$ cat config.mk
export PLATFORM = sky130hd
export DESIGN_NAME = mmio_bridge
export DESIGN_NICKNAME = d
export VERILOG_FILES = /design/src/rtl/mmio_pkg.sv /design/src/rtl/mmio_io_regs.sv /design/src/rtl/mmio_bridge.sv
export SDC_FILE = /design/constraint.sdc
export NUM_CORES = 1
export LEC_CHECK = 0
export CAP_MARGIN = 20
export CORE_UTILIZATION = 40
export DETAILED_ROUTE_END_ITERATION = 12
export GPL_TIMING_DRIVEN = 0
export PLACE_DENSITY_LB_ADDON = 0.05
export SETUP_SLACK_MARGIN = 0.5
export SYNTH_ARGS = -nofsm -noshare
export SYNTH_HDL_FRONTEND = slang
export SYNTH_HIERARCHICAL = 1
export SYNTH_SLANG_ARGS = --single-unit
$ cat constraint.sdc
create_clock -name Clk -period 2.9 [get_ports Clk]
set_input_delay 0.725 -clock Clk [delete_from_list [all_inputs] [get_ports Clk]]
set_output_delay 0.725 -clock Clk [all_outputs]
set_load 0.02 [all_outputs]
$ cat src/rtl/mmio_pkg.sv
`default_nettype none
// ============================================================================
// Module  : mmio_pkg
// Purpose : Shared types and constants for the SLC-3 memory/I-O bridge.
//           FSM state encoding and the I/O window layout.
// Ports   : none (package)
// Revision: 1.0 - initial release
// ============================================================================
package mmio_pkg;

  typedef enum logic [2:0] {
    IDLE   = 3'd0,
    SETUP  = 3'd1,
    ACCESS = 3'd2,
    IO     = 3'd3,
    DONE   = 3'd4
  } mmio_state_t;

  // I/O window layout, as offsets from IO_BASE
  localparam int MMIO_SW_OFF   = 0;
  localparam int MMIO_DISP_OFF = 1;
  localparam int MMIO_IO_SPAN  = 16;
  localparam int MMIO_OFF_W    = $clog2(MMIO_IO_SPAN);

endpackage

`default_nettype wire

$ cat src/rtl/mmio_io_regs.sv
`default_nettype none
// ============================================================================
// Module  : mmio_io_regs
// Purpose : Memory-mapped I/O register file of the bridge: display register
//           bank (read/write) and switch input (read-only).
//           Build macro MMIO_SWSYNC_EN: when defined, the switches pass
//           through a two-flop synchroniser before being read.
// Ports   : clk_i, rst_ni        clock, asynchronous active-low reset
//           wr_en_i              write strobe (one cycle, in the IO state)
//           in_win_i             address lies inside the 16-word I/O window
//           off_i                offset within the I/O window
//           wdata_i              write data
//           sw_i                 board switches
//           rdata_o              read mux output (0 for unused offsets)
//           disp_o               flat display bank, channel k at [k*DATA_W +: DATA_W]
// Revision: 1.0 - initial release
// ============================================================================
module mmio_io_regs
  import mmio_pkg::*;
#(
  parameter int DATA_W   = 16,
  parameter int NUM_DISP = 2
) (
  input  logic                       clk_i,
  input  logic                       rst_ni,
  input  logic                       wr_en_i,
  input  logic                       in_win_i,
  input  logic [MMIO_OFF_W-1:0]      off_i,
  input  logic [DATA_W-1:0]          wdata_i,
  input  logic [DATA_W-1:0]          sw_i,
  output logic [DATA_W-1:0]          rdata_o,
  output logic [NUM_DISP*DATA_W-1:0] disp_o
);

  logic [NUM_DISP*DATA_W-1:0] disp_q;
  logic [DATA_W-1:0]          sw_val;

`ifdef MMIO_SWSYNC_EN
  logic [DATA_W-1:0] sw_meta_q;
  logic [DATA_W-1:0] sw_sync_q;

  always_ff @(posedge clk_i or negedge rst_ni) begin
    if (!rst_ni) begin
      sw_meta_q <= '0;
      sw_sync_q <= '0;
    end else begin
      sw_meta_q <= sw_i;
      sw_sync_q <= sw_meta_q;
    end
  end

  assign sw_val = sw_sync_q;
`else
  assign sw_val = sw_i;
`endif

  always_ff @(posedge clk_i or negedge rst_ni) begin
    if (!rst_ni) begin
      disp_q <= '0;
    end else begin
      for (int k = 0; k < NUM_DISP; k++) begin
        if (wr_en_i && in_win_i && (off_i == MMIO_OFF_W'(MMIO_DISP_OFF + k))) begin
          disp_q[k*DATA_W +: DATA_W] <= wdata_i;
        end
      end
    end
  end

  always_comb begin
    rdata_o = '0;
    if (in_win_i) begin
      if (off_i == MMIO_OFF_W'(MMIO_SW_OFF)) begin
        rdata_o = sw_val;
      end
      for (int k = 0; k < NUM_DISP; k++) begin
        if (off_i == MMIO_OFF_W'(MMIO_DISP_OFF + k)) begin
          rdata_o = disp_q[k*DATA_W +: DATA_W];
        end
      end
    end
  end

  assign disp_o = disp_q;

endmodule

`default_nettype wire

$ cat src/rtl/mmio_bridge.sv
`default_nettype none
// ============================================================================
// Module  : mmio_bridge
// Purpose : SLC-3 CPU memory port to asynchronous SRAM bridge with a 4-phase
//           req/ack handshake, programmable SRAM wait states and a 16-word
//           memory-mapped I/O window (switches + display registers).
//           Build macro MMIO_SWSYNC_EN: synchronise switch inputs (see
//           mmio_io_regs).
// Ports   : Clk, Reset                     clock, async active-low reset
//           cpu_req/we/addr/wdata          CPU request side
//           cpu_rdata, cpu_ack             CPU response side
//           sram_addr, sram_*_n            SRAM address and strobes
//           sram_wdata, sram_wdata_oe      SRAM write data / tristate enable
//           sram_rdata                     SRAM read data
//           sw                             board switches
//           disp                           flat display register bank
// Revision: 1.0 - initial release
// ============================================================================
module mmio_bridge
  import mmio_pkg::*;
#(
  parameter int                ADDR_W      = 20,
  parameter int                DATA_W      = 16,
  parameter int                WAIT_CYCLES = 2,
  parameter int                NUM_DISP    = 2,
  parameter logic [ADDR_W-1:0] IO_BASE     = {ADDR_W{1'b1}} - ADDR_W'(15)
) (
  input  logic                       Clk,
  input  logic                       Reset,
  input  logic                       cpu_req,
  input  logic                       cpu_we,
  input  logic [ADDR_W-1:0]          cpu_addr,
  input  logic [DATA_W-1:0]          cpu_wdata,
  output logic [DATA_W-1:0]          cpu_rdata,
  output logic                       cpu_ack,
  output logic [ADDR_W-1:0]          sram_addr,
  output logic                       sram_ce_n,
  output logic                       sram_oe_n,
  output logic                       sram_we_n,
  output logic                       sram_ub_n,
  output logic                       sram_lb_n,
  output logic [DATA_W-1:0]          sram_wdata,
  output logic                       sram_wdata_oe,
  input  logic [DATA_W-1:0]          sram_rdata,
  input  logic [DATA_W-1:0]          sw,
  output logic [NUM_DISP*DATA_W-1:0] disp
);

  localparam int               CNT_W    = (WAIT_CYCLES > 1) ? $clog2(WAIT_CYCLES) : 1;
  localparam logic [CNT_W-1:0] CNT_LAST = CNT_W'(WAIT_CYCLES - 1);

  mmio_state_t       state_q, state_d;
  logic [CNT_W-1:0]  cnt_q, cnt_d;
  logic [ADDR_W-1:0] addr_q;
  logic              we_q;
  logic [DATA_W-1:0] wdata_q;
  logic [DATA_W-1:0] rdata_q;
  logic              ack_q;

  logic [ADDR_W-1:0] io_off;
  logic              io_in_win;
  logic [DATA_W-1:0] io_rdata;
  logic              io_wr;

  // Offset is taken from the latched address so late CPU changes are harmless
  assign io_off    = addr_q - IO_BASE;
  assign io_in_win = (io_off < ADDR_W'(MMIO_IO_SPAN));
  assign io_wr     = (state_q == IO) && we_q;

  always_comb begin
    state_d = state_q;
    cnt_d   = cnt_q;
    case (state_q)
      IDLE: begin
        if (cpu_req) begin
          state_d = (cpu_addr >= IO_BASE) ? IO : SETUP;
        end
      end
      SETUP: begin
        state_d = ACCESS;
        cnt_d   = '0;
      end
      ACCESS: begin
        if (cnt_q == CNT_LAST) begin
          state_d = DONE;
        end else begin
          cnt_d = cnt_q + 1'b1;
        end
      end
      IO:      state_d = DONE;
      DONE: begin
        if (!cpu_req) begin
          state_d = IDLE;
        end
      end
      default: state_d = IDLE;
    endcase
  end

  always_ff @(posedge Clk or negedge Reset) begin
    if (!Reset) begin
      state_q <= IDLE;
      cnt_q   <= '0;
      addr_q  <= '0;
      we_q    <= 1'b0;
      wdata_q <= '0;
      rdata_q <= '0;
      ack_q   <= 1'b0;
    end else begin
      state_q <= state_d;
      cnt_q   <= cnt_d;
      // Ack trails DONE by one edge; this sets the 2 / WAIT_CYCLES+2 latency
      // and drops ack one cycle after req is seen low.
      ack_q   <= (state_q == DONE);
      if ((state_q == IDLE) && cpu_req) begin
        addr_q  <= cpu_addr;
        we_q    <= cpu_we;
        wdata_q <= cpu_wdata;
      end
      if (!we_q && (state_q == ACCESS) && (cnt_q == CNT_LAST)) begin
        rdata_q <= sram_rdata;
      end
      if (!we_q && (state_q == IO)) begin
        rdata_q <= io_rdata;
      end
    end
  end

  mmio_io_regs #(
    .DATA_W   (DATA_W),
    .NUM_DISP (NUM_DISP)
  ) u_io_regs (
    .clk_i    (Clk),
    .rst_ni   (Reset),
    .wr_en_i  (io_wr),
    .in_win_i (io_in_win),
    .off_i    (io_off[MMIO_OFF_W-1:0]),
    .wdata_i  (wdata_q),
    .sw_i     (sw),
    .rdata_o  (io_rdata),
    .disp_o   (disp)
  );

  // Strobes decode straight from the state register, so an asynchronous
  // reset releases the SRAM immediately.
  assign sram_ce_n     = !((state_q == SETUP) || (state_q == ACCESS));
  assign sram_oe_n     = !((state_q == ACCESS) && !we_q);
  assign sram_we_n     = !((state_q == ACCESS) && we_q);
  assign sram_ub_n     = sram_ce_n;
  assign sram_lb_n     = sram_ce_n;
  assign sram_wdata_oe = ((state_q == SETUP) || (state_q == ACCESS)) && we_q;
  assign sram_addr     = addr_q;
  assign sram_wdata    = wdata_q;
  assign cpu_rdata     = rdata_q;
  assign cpu_ack       = ack_q;

endmodule

`default_nettype wire

======== Word level (Yosys, flattened, before mapping) ========
Index checks and enable logic that the tools add are counted.
cells by class
  $add $sub $neg .......................... 2
  $lt $le $gt $ge ......................... 2
  equal/unequal tests ..................... 9
  reductions and logical operators ........ 20
  mux-type cells .......................... 13
operators with widths
  operator                count
  $mux 16                 6
  $ge 20x20->1 const B    1
  $lt 20x5->1 const B     1
  $sub 20x20->20 const B  1
  $pmux 3 s5              1
  $logic_and 1x1->1       10
  $mux 3                  3
  $eq 3x2->1 const B      2
  $ne 2x2->1 const B      3
  $eq 4x1->1 const B      1
  $eq 4x2->1 const B      1
  $logic_not 1->1         4
  $logic_not 4->1         1
  $reduce_bool 2->1       2
  $eq 3x1->1 const B      1
  $eq 3x3->1 const B      1
  $logic_not 3->1         1
  $reduce_and 3->1        1
  $mux 2                  1
  $pmux 1 s2              1
  $add 1x1->1 const B     1
  $logic_or 1x1->1        1
  $mux 1                  1
storage, ports and cells
  bits of input ports ..................... 72
  flip-flop bits (word level) ............. 90

======== Longest topological paths before layout ========
Gate-level depths: netlist of the first run.
  depth in word-level cells ............... 7
  depth in mapped cells ................... 8

======== Hierarchy ========
The synthesis of the first run kept the hierarchy.
by module, submodules not included
  module        seq. area each (sq um)  cells each  times used  area each (sq um)
  mmio_bridge   1451.4                  176         1           2523.7
  mmio_io_regs  800.8                   130         1           1655.3

======== Least setup slack after synthesis of the first run ========
No wires, ideal clock.
  path kind ............................... register to register
  from .................................... register addr_q[19] (netlist: sram_addr[19])
  to ...................................... register rdata_q[1] (netlist: cpu_rdata[1])
  data arrival time ....................... 2253 ps
  slack ................................... 582 ps
  stages on the path, launching flop included .. 9
  path buffers ............................ 1
  clock period less this slack ............ 2318 ps
  path through ............................ dfrtp_1 nand4_1 nor4_1 nor3b_1 clkbuf_1 o221ai_1 a21oi_1 nand2b_1 o221a_2
on the way
  longest elaborated chain between the ends .. 4
ends and longest elaborated chain
  item                    line                source
  start, declared         mmio_bridge.sv:54   logic [ADDR_W-1:0] addr_q;
  start signal, assigned  mmio_bridge.sv:116  addr_q <= cpu_addr;
  $sub 20x20->20          mmio_bridge.sv:66   assign io_off = addr_q - IO_BASE;
  $lt 20x5->1             mmio_bridge.sv:67   assign io_in_win = (io_off < ADDR_W'(MMIO_IO_SPAN));
  net io_in_win           mmio_bridge.sv:61   logic io_in_win;
  $mux 16                 mmio_io_regs.sv:71  if (in_win_i) begin
  net io_rdata[1]         mmio_bridge.sv:62   logic [DATA_W-1:0] io_rdata;
  $mux 16                 mmio_bridge.sv:123  if (!we_q && (state_q == IO)) begin
  end signal, assigned    mmio_bridge.sv:121  rdata_q <= sram_rdata;
  end signal, assigned    mmio_bridge.sv:124  rdata_q <= io_rdata;
  end, declared           mmio_bridge.sv:57   logic [DATA_W-1:0] rdata_q;
The timed path passes the listed nets, and every way through them passes these cells.
A chain may end at the register's enable or synchronous reset.

======== Worst setup path in the final report of the first run ========
  from .................................... register state_q[0]
  to ...................................... output port sram_ub_n
on the way
  longest elaborated chain between the ends .. 3
  elaborated cells between the ends (all ways) .. 4
ends and longest elaborated chain
  item                                             line                source
  start, declared                                  mmio_bridge.sv:52   mmio_state_t state_q, state_d;
  start signal, assigned                           mmio_bridge.sv:110  state_q <= state_d;
  $eq 3x1->1 / $eq 3x2->1 (equally long branches)  mmio_bridge.sv:146  assign sram_ce_n = !((state_q == SETUP) || (state_q == ACCESS));
  $logic_or 1x1->1 (*)                             mmio_bridge.sv:146
  $logic_not 1->1 (*)                              mmio_bridge.sv:146
  end, declared                                    mmio_bridge.sv:40   output logic sram_ub_n,
Every way passes the cells marked *; elsewhere a longest branch is shown, timed or not.

==> results.sh, run 1 <==
export IMPL_whs_ns=0.230
export IMPL_initial_core_util_pct=42.0
export IMPL_via_per_inst=5.10
export IMPL_syn_nets=378
export IMPL_post_drt_wl_per_cell_um=18.0
export IMPL_coreArea_sq_um=9950
export IMPL_post_route_min_period_ns=2.32
export IMPL_grt_pass1_wl_um=18200
export IMPL_grt_start_max_net_pins=72
export IMPL_dpl_hpwl_um=8220
export IMPL_dr_first_iter_drc_count=124
export IMPL_drt_wl_total_um=11100
export IMPL_drtAntennaViolNets=0
export IMPL_vdd_drop_max_v=0.000460
export IMPL_antenna_cells=0
export IMPL_dpl_cell_area_sq_um=5990
export IMPL_maxSlewHeadroom_pct=64.0
export IMPL_final_area_sq_um=6180
export IMPL_stdcell_count=618
export IMPL_die_y_um=104
export IMPL_p_int_w=0.00346
export IMPL_htree_levels=3
export IMPL_worstPathRequired_ns=2.17
export IMPL_setup_viol=0
export IMPL_outcome="completed"
export IMPL_startpoint_type="register"
export IMPL_final_nets=553
export IMPL_gp_congestion=0.776
export IMPL_num_rows=36
export IMPL_dpl_cell_count=602
export IMPL_cts_buffer_depth=2
export IMPL_portBuffers=162
export IMPL_worstMarginPinSlew_ns=0.539
export IMPL_p_switching_w=0.00206
export IMPL_hold_path_class="in2async"
export IMPL_crit_fanout=10
export IMPL_cap_violations=0
export IMPL_fmax_mhz=430
export IMPL_layout_drive_gt1_share_pct=27.0
export IMPL_rsz0062_at_grt="yes"
export IMPL_ys_types=39
export IMPL_syn_inst=306
export IMPL_synth_warnings=6
export IMPL_netlist_area_sq_um=4180
export IMPL_cts_buffers=9
export IMPL_nFillCells=809
export IMPL_cts_sinks=90
export IMPL_r2r_cells=6
export IMPL_die_x_um=104
export IMPL_skew_ns=0.0117
export IMPL_grt_util_all_layers_pct=21.9
export IMPL_finalCritPeriodShare_pct=80.1
export IMPL_cp_end_kind="output pin"
export IMPL_critPathArrivalTime_ns=1.60
export IMPL_powerDensity_nw_per_um2=892
export IMPL_dr_pass1_iters=5
export IMPL_final_hold_violation_count=0
export IMPL_syn_area_per_cell_sq_um=13.7
export IMPL_ctsRootBufferMaster="clkbuf_8"
export IMPL_cts_tree="done"
export IMPL_p_leak_nw=2.53
export IMPL_antenna_found_initial=0
export IMPL_drc=0
export IMPL_ys_seq_area_share_pct=53.9
export IMPL_grt_pass1_vias=3302
export IMPL_grt_overflow=0
export IMPL_dieArea_sq_um=10900
export IMPL_insertion_delay_ns=0.36
export IMPL_pwr_share_seq_pct=36.8
export IMPL_slew_viol_final=0
export IMPL_cts_hold_fix_buffers=0
export IMPL_dr_total_vias=3154
export IMPL_swShare_pct=37.4
export IMPL_synth_ff_latch_count=90
export IMPL_combinationalPowerShare_pct=49.2
export IMPL_ios=163
export IMPL_syn2layout_area_growth_pct=47.9
export IMPL_crit_type="reg2out"
export IMPL_clkPwrFrac_pct=14.0
export IMPL_clk_pin_slew_ns=0.09
## routing by layer
metal  GRT usage (%)  routed length, um
met2            33.5               5050
met3            5.45                592
met1            30.2               5250
met5               0                  0
met4            7.65                203
## worst max-delay path: stages, from the launching register on
cell and delay [ns]:
dfrtp_1 0.37, buf_4 0.17, or2b_1 0.24, a21o_1 0.19, buf_4 0.13, buf_2 0.15
## layout make-up
cell class	instances	area [sq um]	area share, %
clock buffers	12	155	2.51
repair buffers	164	1630	26.3
plain buffers	22	190	3.08
multi-input cells	192	1770	28.6
flip-flops and latches	90	2250	36.5
inverters	2	7.51	0.121
well taps	133	166	2.69
clock inverters	3	15.0	0.243
## repair_timing
| action | 4_1_cts | 5_1_grt |
|---|---|---|
| hold endpoints to repair | 0 | 0 |
| setup endpoints to repair | 32 | 12 |
| pin swaps | 0 | 0 |
| resized for setup | 24 | 9 |
| buffers inserted | 1 | 0 |
## stage by stage
stage	TNS [ns]	util (%)	setup WS, ns	power, W
3_3_place_gp	-201.83	59.9	-2.23	0.00476
3_5_place_dp	-2.49	60.2	-0.292	0.00481
6_report	0	62.1	0.576	0.00552
4_1_cts	0	62.0	0.510	0.00557
2_1_floorplan	0	-	0.582	0.00354
5_1_grt	0	62.1	0.474	0.00586
## worst paths after layout
kind	start	endpoint	slack, ns
setup / recovery	state_q[0]$_DFFE_PN0P_	sram_ub_n	0.58
hold / removal	Reset	cpu_ack$_DFF_PN0_	0.23
setup reg to reg	state_q[2]$_DFFE_PN0P_	u_io_regs/disp_o[1]$_DFFE_PN0P_	0.68
hold reg to reg	u_io_regs/disp_o[8]$_DFFE_PN0P_	u_io_regs/disp_o[8]$_DFFE_PN0P_	0.54
max in group asynchronous	Reset	u_io_regs/disp_o[16]$_DFFE_PN0P_	2.03
min in group Clk	u_io_regs/disp_o[8]$_DFFE_PN0P_	u_io_regs/disp_o[8]$_DFFE_PN0P_	0.54
## power groups by stage
| stage | combinational (W) | clock [W] | sequential, W |
|---|---|---|---|
| final | 0.00272 | 0.000770 | 0.00203 |
| after global routing | 0.00290 | 0.000849 | 0.00211 |
| after CTS | 0.00275 | 0.000790 | 0.00204 |
| after detailed placement | 0.00277 | 0 | 0.00204 |
| after global placement | 0.00273 | 0 | 0.00203 |
| after floorplan | 0.00110 | 0 | 0.00244 |
## registers in the layout (all words and copies together), names as in the netlist
register,count
cnt_q,1
cpu_ack,1
cpu_rdata,16
sram_addr,20
sram_wdata,16
state_q,3
u_io_regs/disp_o,32
we_q,1
## layout by cell type (no fill, tap or decap), types with 2 or more instances in the layout
master | synthesis | routed
a21oi_1 | 17 | 17
clkbuf_1 | 6 | 4
buf_2 | 2 | 6
or2b_1 | 10 | 10
dfrtp_1 | 90 | 89
clkdlybuf4s50_1 | 0 | 155
o21ai_0 | 3 | 3
mux2_4 | 10 | 10
clkinv_2 | 0 | 3
mux2_2 | 55 | 55
nand4_1 | 8 | 8
nand3_2 | 1 | 2
inv_1 | 2 | 2
o221a_1 | 4 | 4
nand2b_1 | 24 | 24
o221ai_1 | 16 | 16
clkbuf_2 | 0 | 3
clkbuf_8 | 0 | 11
buf_6 | 9 | 9
nor2_1 | 6 | 6
mux2_1 | 3 | 3
nand2_1 | 4 | 4
o221a_2 | 12 | 12
buf_4 | 4 | 6
## cell usage after synthesis (all sizes together)
cell,number,area (sq um)
a21oi,17,85.1
clkbuf,6,22.5
or3,1,6.26
nand2,4,15.0
or2,1,6.26
nor2,7,42.5
nor4,1,6.26
and4bb,1,16.3
and2b,1,7.51
dfrtp,90,2250
o221ai,16,140
o221a,16,180
nand4,8,50.1
nor3,2,21.3
or4b,1,10.0
a21o,1,7.51
nand2b,25,159
a31o,1,8.76
buf,16,161
nand3,2,15.0
or2b,10,75.1
inv,2,7.51
o2bb2ai,1,8.76
nor3b,2,15.0
nor4b,2,32.5
or3b,1,8.76
o21ai,3,15.0
mux2,68,803
## kinds of logic after synthesis
family                 synth area share (%)
DFF                                    53.9
and+or+nand+nor                        11.6
muxes                                  19.2
AOI/OAI and AO/OA                      10.7
buffers and inverters                  4.58
Note: power is estimated with default switching activity, not from simulation.
==> run 2: changes to the inputs <==
==> constraint.sdc (replaced) <==
create_clock -name Clk -period 2.3 [get_ports Clk]
set_input_delay 0.575 -clock Clk [delete_from_list [all_inputs] [get_ports Clk]]
set_output_delay 0.575 -clock Clk [all_outputs]
set_load 0.02 [all_outputs]
==> run 2 against run 1 <==
Net effect:
- wire length rose by 13%
- count of clock-buffer cells in the layout is 1 lower
- design area up 14%
- clock power increased by 35%
- total power increased by 43%
- worst setup slack got worse by 0.43 ns
- worst hold slack lost 0.11 ns
- die area stayed put
- sequential power is 26% higher
- final cell count rose by 5.2%
- critical endpoint is now sram_we_n
- largest cell class is now buffers
==> results.sh, run 2 (synthesis gave the netlist of run 1 again) <==
export IMPL_outcome="completed"
export IMPL_setup_viol=0
export IMPL_vdd_drop_max_v=0.000693
export IMPL_crit_path_frequent_cell="buf_6"
export IMPL_drc=0
export IMPL_via_per_inst=5.22
export IMPL_coreArea_sq_um=9950
export IMPL_die_y_um=104
export IMPL_finalCritPeriodShare_pct=93.8
export IMPL_gp_congestion=0.749
export IMPL_slowest_stage="dfrtp_1"
export IMPL_antenna_found_initial=0
export IMPL_grt_util_all_layers_pct=24.1
export IMPL_dr_total_vias=3390
export IMPL_portBuffers=162
export IMPL_fmax_mhz=463
export IMPL_htree_levels=3
export IMPL_ctsRootBufferMaster="clkbuf_8"
export IMPL_cp_end_kind="output pin"
export IMPL_dr_first_iter_drc_count=101
export IMPL_stdcell_count=650
export IMPL_die_x_um=104
export IMPL_powerDensity_nw_per_um2=1130
export IMPL_worstPathRequired_ns=1.73
export IMPL_skew_ns=0.0174
export IMPL_setup_tns_ns=0
export IMPL_final_common_cell="dlygate4sd2_1"
export IMPL_dr_pass1_iters=4
export IMPL_cts_buffers=9
export IMPL_grt_pass1_vias=3686
export IMPL_dpl_cell_area_sq_um=6060
export IMPL_post_drt_wl_per_cell_um=19.4
export IMPL_critPathArrivalTime_ns=1.58
export IMPL_grt_start_max_net_pins=66
export IMPL_maxSlewHeadroom_pct=59.0
export IMPL_largest_register_ffs=32
export IMPL_post_route_min_period_ns=2.16
export IMPL_clk_pin_slew_ns=0.10
export IMPL_cp_top_family="simple AND/OR/NAND/NOR gates"
export IMPL_crit_fanout=2
export IMPL_top_usage_layer="met2"
export IMPL_grt_overflow=0
export IMPL_startpoint_type="register"
export IMPL_final_nets=584
export IMPL_rsz0062_at_grt="yes"
export IMPL_dieArea_sq_um=10900
export IMPL_layout_drive_gt1_share_pct=41.0
export IMPL_cts_sinks=90
export IMPL_use_met2_pct=38.9
export IMPL_cts_buffer_depth=2
export IMPL_final_area_sq_um=7020
export IMPL_cts_tree="done"
export IMPL_cp_cell_sequence="buf_6, or2b_1, or3_1, buf_6"
export IMPL_grt_use_met1_pct=33.1
export IMPL_grt_pass1_wl_um=20300
export IMPL_crit_type="reg2out"
export IMPL_drtAntennaViolNets=0
export IMPL_dpl_hpwl_um=8340
export IMPL_syn2layout_area_growth_pct=68.0
export IMPL_drt_wl_total_um=12600
export IMPL_cap_violations=0
export IMPL_ios=163
export IMPL_crit_buf_inv=2
export IMPL_p_leak_nw=3.17
export IMPL_hold_path_class="in2async"
export IMPL_slew_viol_final=0
export IMPL_antenna_cells=0
export IMPL_cts_hold_fix_buffers=0
export IMPL_layout_common_cells="dlygate4sd2_1, dfrtp_1, clkdlybuf4s50_1, mux2_4, mux2_2"
export IMPL_insertion_delay_ns=0.36
export IMPL_num_rows=36
export IMPL_critPathMaxStageDelay_ns=0.38
export IMPL_met3_usage_pct=4.57
export IMPL_final_hold_violation_count=0
export IMPL_dpl_cell_count=602
export IMPL_worstMarginPinSlew_ns=0.615
export IMPL_initial_core_util_pct=42.0
-- run 2: area by class of cell --
class | count | area, sq um
Fill cell | 769 | 2930
Sequential cell | 90 | 2270
Multi-Input combinational cell | 192 | 2110
Timing Repair Buffer | 195 | 2000
Buffer | 22 | 275
Tap cell | 133 | 166
Clock buffer | 11 | 151
Clock inverter | 5 | 37.5
Inverter | 2 | 7.51
-- run 2: repair_timing --
action,CTS,global route
gates cloned,6,1
resized for setup,185,44
setup endpoints to repair,175,95
setup buffers,23,2
pin swaps,7,3
-- run 2: path summary, 6_finish.rpt --
| check | from | to | slack [ns] | cells after the start |
|---|---|---|---|---|
| max | state_q[0]$_DFFE_PN0P_ | sram_we_n | 0.14 | 4 |
| min | Reset | we_q$_DFFE_PN0P_ | 0.12 | 1 |
| max reg2reg | sram_addr[11]$_DFFE_PN0P_ | cpu_rdata[1]$_DFFE_PN0P_ | 0.22 | 9 |
| min reg2reg | u_io_regs/disp_o[15]$_DFFE_PN0P_ | u_io_regs/disp_o[15]$_DFFE_PN0P_ | 0.54 | 1 |
| max in group asynchronous | Reset | sram_addr[8]$_DFFE_PN0P_ | 1.51 | 2 |
| min in group Clk | u_io_regs/disp_o[15]$_DFFE_PN0P_ | u_io_regs/disp_o[15]$_DFFE_PN0P_ | 0.54 | 1 |
-- run 2: per-layer routing --
| metal | part of all wire [%] | wire, um |
|---|---|---|
| met5 | 0 | 0 |
| met4 | 0.76 | 95 |
| met3 | 5.4 | 678 |
| met2 | 48 | 6050 |
| met1 | 46 | 5760 |
-- run 2: where the power goes --
part / total (W) / switching (W) / leakage, nW / internal, W
registers: 0.00256 / 0.000435 / 1.11 / 0.00213
clock network: 0.00104 / 0.000587 / 0.0919 / 0.000456
logic: 0.00429 / 0.00198 / 1.96 / 0.00231
total: 0.00790 / 0.00300 / 3.17 / 0.00490
-- run 2: worst register-to-register path: cells and delay by family, from the launching register on --
family | cells | cell delay, ns
buffers and inverters | 2 | 0.28
DFF | 1 | 0.37
and+or+nand+nor | 4 | 0.95
AOI/OAI and AO/OA | 3 | 0.42
-- run 2: through the flow --
step                setup WS [ns]  utilization, %  total power (W)  hold slack, ns
finish                      0.142            70.5          0.00790           0.116
global route               0.0755            70.5          0.00830           0.133
CTS                         0.132            68.4          0.00763           0.118
detailed placement         -0.139            60.9          0.00612           0.516
global placement            -3.05            60.6          0.00605           0.515
floorplan                   0.274               -          0.00452           0.279
==> run 3: changes to the inputs <==
--- a/config.mk
+++ b/config.mk
@@ -5,8 +5,10 @@
 export SDC_FILE = /design/constraint.sdc
 export NUM_CORES = 1
 export LEC_CHECK = 0
-export CAP_MARGIN = 20
-export CORE_UTILIZATION = 40
+export CAP_MARGIN = 0
+export CELL_PAD_IN_SITES_DETAIL_PLACEMENT = 0
+export CELL_PAD_IN_SITES_GLOBAL_PLACEMENT = 1
+export CORE_UTILIZATION = 34
 export DETAILED_ROUTE_END_ITERATION = 12
 export GPL_TIMING_DRIVEN = 0
 export PLACE_DENSITY_LB_ADDON = 0.05
==> constraint.sdc (replaced) <==
create_clock -name Clk -period 2.3 [get_ports Clk]
set_input_delay 0.575 -clock Clk [delete_from_list [all_inputs] [get_ports Clk]]
set_output_delay 0.575 -clock Clk [all_outputs]
set_load 0.01 [all_outputs]
==> run 3 against run 2 <==
Net effect:
- combinational power shrank 5.6%
- clock power grew 54%
- total power grew 3.5%
- largest cell class unchanged
- wire length grew 4.1%
- non-clock buffer count grew 20
- global-route usage shrank 2.7 points
- critical endpoint unchanged
==> results.sh, run 3 (synthesis gave the netlist of run 1 again) <==
export IMPL_slowest_stage="dfrtp_1"
export IMPL_drtAntennaViolNets=0
export IMPL_path_depth=4
export IMPL_pwr_share_seq_pct=31.0
export IMPL_dr_total_vias=3429
export IMPL_vdd_drop_max_v=0.000517
export IMPL_clkPwrFrac_pct=19.5
export IMPL_clk_pin_slew_ns=0.06
export IMPL_cts_tree="done"
export IMPL_swShare_pct=32.5
export IMPL_outcome="completed"
export IMPL_critPathArrivalTime_ns=1.51
export IMPL_grt_start_max_net_pins=56
export IMPL_layout_drive_gt1_share_pct=41.7
export IMPL_grt_util_all_layers_pct=21.4
export IMPL_cp_top_family="simple AND/OR/NAND/NOR gates"
export IMPL_p_int_w=0.00552
export IMPL_rsz0062_at_grt="yes"
export IMPL_drt_wl_total_um=13100
export IMPL_r2r_cells=8
export IMPL_gp_congestion=0.698
export IMPL_ios=163
export IMPL_grt_overflow=0
export IMPL_hold_path_class="in2async"
export IMPL_stdcell_count=684
export IMPL_slew_viol_final=0
export IMPL_cp_cell_sequence="buf_6, or2b_1, or3_1, buf_2"
export IMPL_grt_pass1_wl_um=20500
export IMPL_crit_type="reg2out"
export IMPL_dr_first_iter_drc_count=92
export IMPL_finalCritPeriodShare_pct=90.6
export IMPL_dpl_cell_area_sq_um=6030
export IMPL_worstPathRequired_ns=1.73
export IMPL_final_area_sq_um=7380
export IMPL_powerDensity_nw_per_um2=1110
export IMPL_cp_end_kind="output pin"
export IMPL_combinationalPowerShare_pct=49.5
export IMPL_fmax_mhz=480
export IMPL_ctsRootBufferMaster="clkbuf_16"
export IMPL_p_leak_nw=3.37
export IMPL_die_y_um=113
export IMPL_p_switching_w=0.00266
export IMPL_layout_common_cells="dfrtp_1, dlygate4sd2_1, clkdlybuf4s50_1, mux2_4, buf_4"
export IMPL_post_route_min_period_ns=2.08
export IMPL_cts_hold_fix_buffers=0
export IMPL_final_common_cell="dfrtp_1"
export IMPL_setup_tns_ns=0
export IMPL_critPathMaxStageDelay_ns=0.37
export IMPL_maxSlewHeadroom_pct=44.9
export IMPL_skew_ns=0.00612
export IMPL_drc=0
export IMPL_nFillCells=1010
export IMPL_cts_sinks=90
export IMPL_insertion_delay_ns=0.34
export IMPL_crit_fanout=3
export IMPL_worstMarginPinSlew_ns=0.827
export IMPL_grt_pass1_vias=3562
export IMPL_dieArea_sq_um=12700
export IMPL_final_nets=604
export IMPL_cts_buffer_depth=2
export IMPL_rrSetupSlack_ns=0.25
export IMPL_largest_register_ffs=32
export IMPL_crit_buf_inv=2
export IMPL_htree_levels=3
export IMPL_antenna_found_initial=0
export IMPL_die_x_um=113
export IMPL_coreArea_sq_um=12000
export IMPL_cts_buffers=9
export IMPL_cap_violations=0
export IMPL_initial_core_util_pct=34.8
export IMPL_syn2layout_area_growth_pct=76.6
export IMPL_portBuffers=162
export IMPL_dpl_hpwl_um=8530
export IMPL_dpl_cell_count=616
export IMPL_startpoint_type="register"
export IMPL_antenna_cells=0
export IMPL_final_hold_violation_count=0
export IMPL_via_per_inst=5.01
export IMPL_setup_viol=0
export IMPL_dr_pass1_iters=6
export IMPL_num_rows=40
export IMPL_post_drt_wl_per_cell_um=19.2
run 3: cell count changes in the layout (fill, tap and decap cells not counted), moves of 4 or more:
cell       delta
a21oi_2       +4
buf_2         +5
buf_4        +12
clkbuf_1      +4
clkbuf_16     +8
clkbuf_8     -11
dfrtp_1      +10
dfrtp_2      -10
mux2_2        -8
mux2_4        +8
run 3: layer usage:
metal / wire length (um) / part of all wire [%] / up-vias / global-route usage (%)
met1: 6080 / 46 / 1724 / 29.0
met5: 0 / 0 / - / 0
met4: 144 / 1.1 / 0 / 6.58
met2: 6230 / 48 / 102 / 34.4
li1: - / - / 1592 / -
met3: 646 / 4.9 / 11 / 4.66
run 3: layout make-up:
type	count	area [sq um]	area share (%)
buffer	22	280	3.80
clock buffer	14	254	3.44
clock inverter	2	60.1	0.814
inverter	2	7.51	0.102
multi-input combinational	192	2180	29.5
sequential	90	2260	30.6
tap	147	184	2.49
timing repair buffer	215	2160	29.3
run 3: what timing repair did:
action | CTS | global route
resized for setup | 206 | 44
pin swaps | 8 | 7
hold endpoints to repair | 0 | 0
buffers inserted | 35 | 9
cloned | 8 | 0
setup endpoints to repair | 174 | 91
run 3: path summary, 6_finish.rpt:
kind / startpoint / endpoint
max in group asynchronous: Reset / sram_addr[3]$_DFFE_PN0P_
hold reg to reg: u_io_regs/disp_o[7]$_DFFE_PN0P_ / u_io_regs/disp_o[7]$_DFFE_PN0P_
min in group Clk: u_io_regs/disp_o[7]$_DFFE_PN0P_ / u_io_regs/disp_o[7]$_DFFE_PN0P_
setup / recovery: state_q[0]$_DFFE_PN0P_ / sram_we_n
setup reg to reg: sram_addr[1]$_DFFE_PN0P_ / cpu_rdata[0]$_DFFE_PN0P_
hold / removal: Reset / state_q[2]$_DFFE_PN0P_
run 3: power groups by stage:
stage | logic, W | clock network, W | registers [W]
2_1_floorplan | 0.00136 | 0 | 0.00272
3_3_place_gp | 0.00308 | 0 | 0.00256
3_5_place_dp | 0.00310 | 0 | 0.00259
4_1_cts | 0.00374 | 0.00162 | 0.00252
5_1_grt | 0.00430 | 0.00169 | 0.00262
6_report | 0.00405 | 0.00160 | 0.00253
run 3: through the flow:
step | power (W) | utilization (%) | hold slack (ns) | setup WS, ns
2_1_floorplan | 0.00408 | - | 0.279 | 0.306
3_3_place_gp | 0.00564 | 50.1 | 0.516 | -2.83
3_5_place_dp | 0.00568 | 50.2 | 0.524 | -0.194
4_1_cts | 0.00789 | 59.4 | 0.318 | 0.196
5_1_grt | 0.00862 | 61.4 | 0.334 | 0.133
6_report | 0.00818 | 61.4 | 0.286 | 0.216
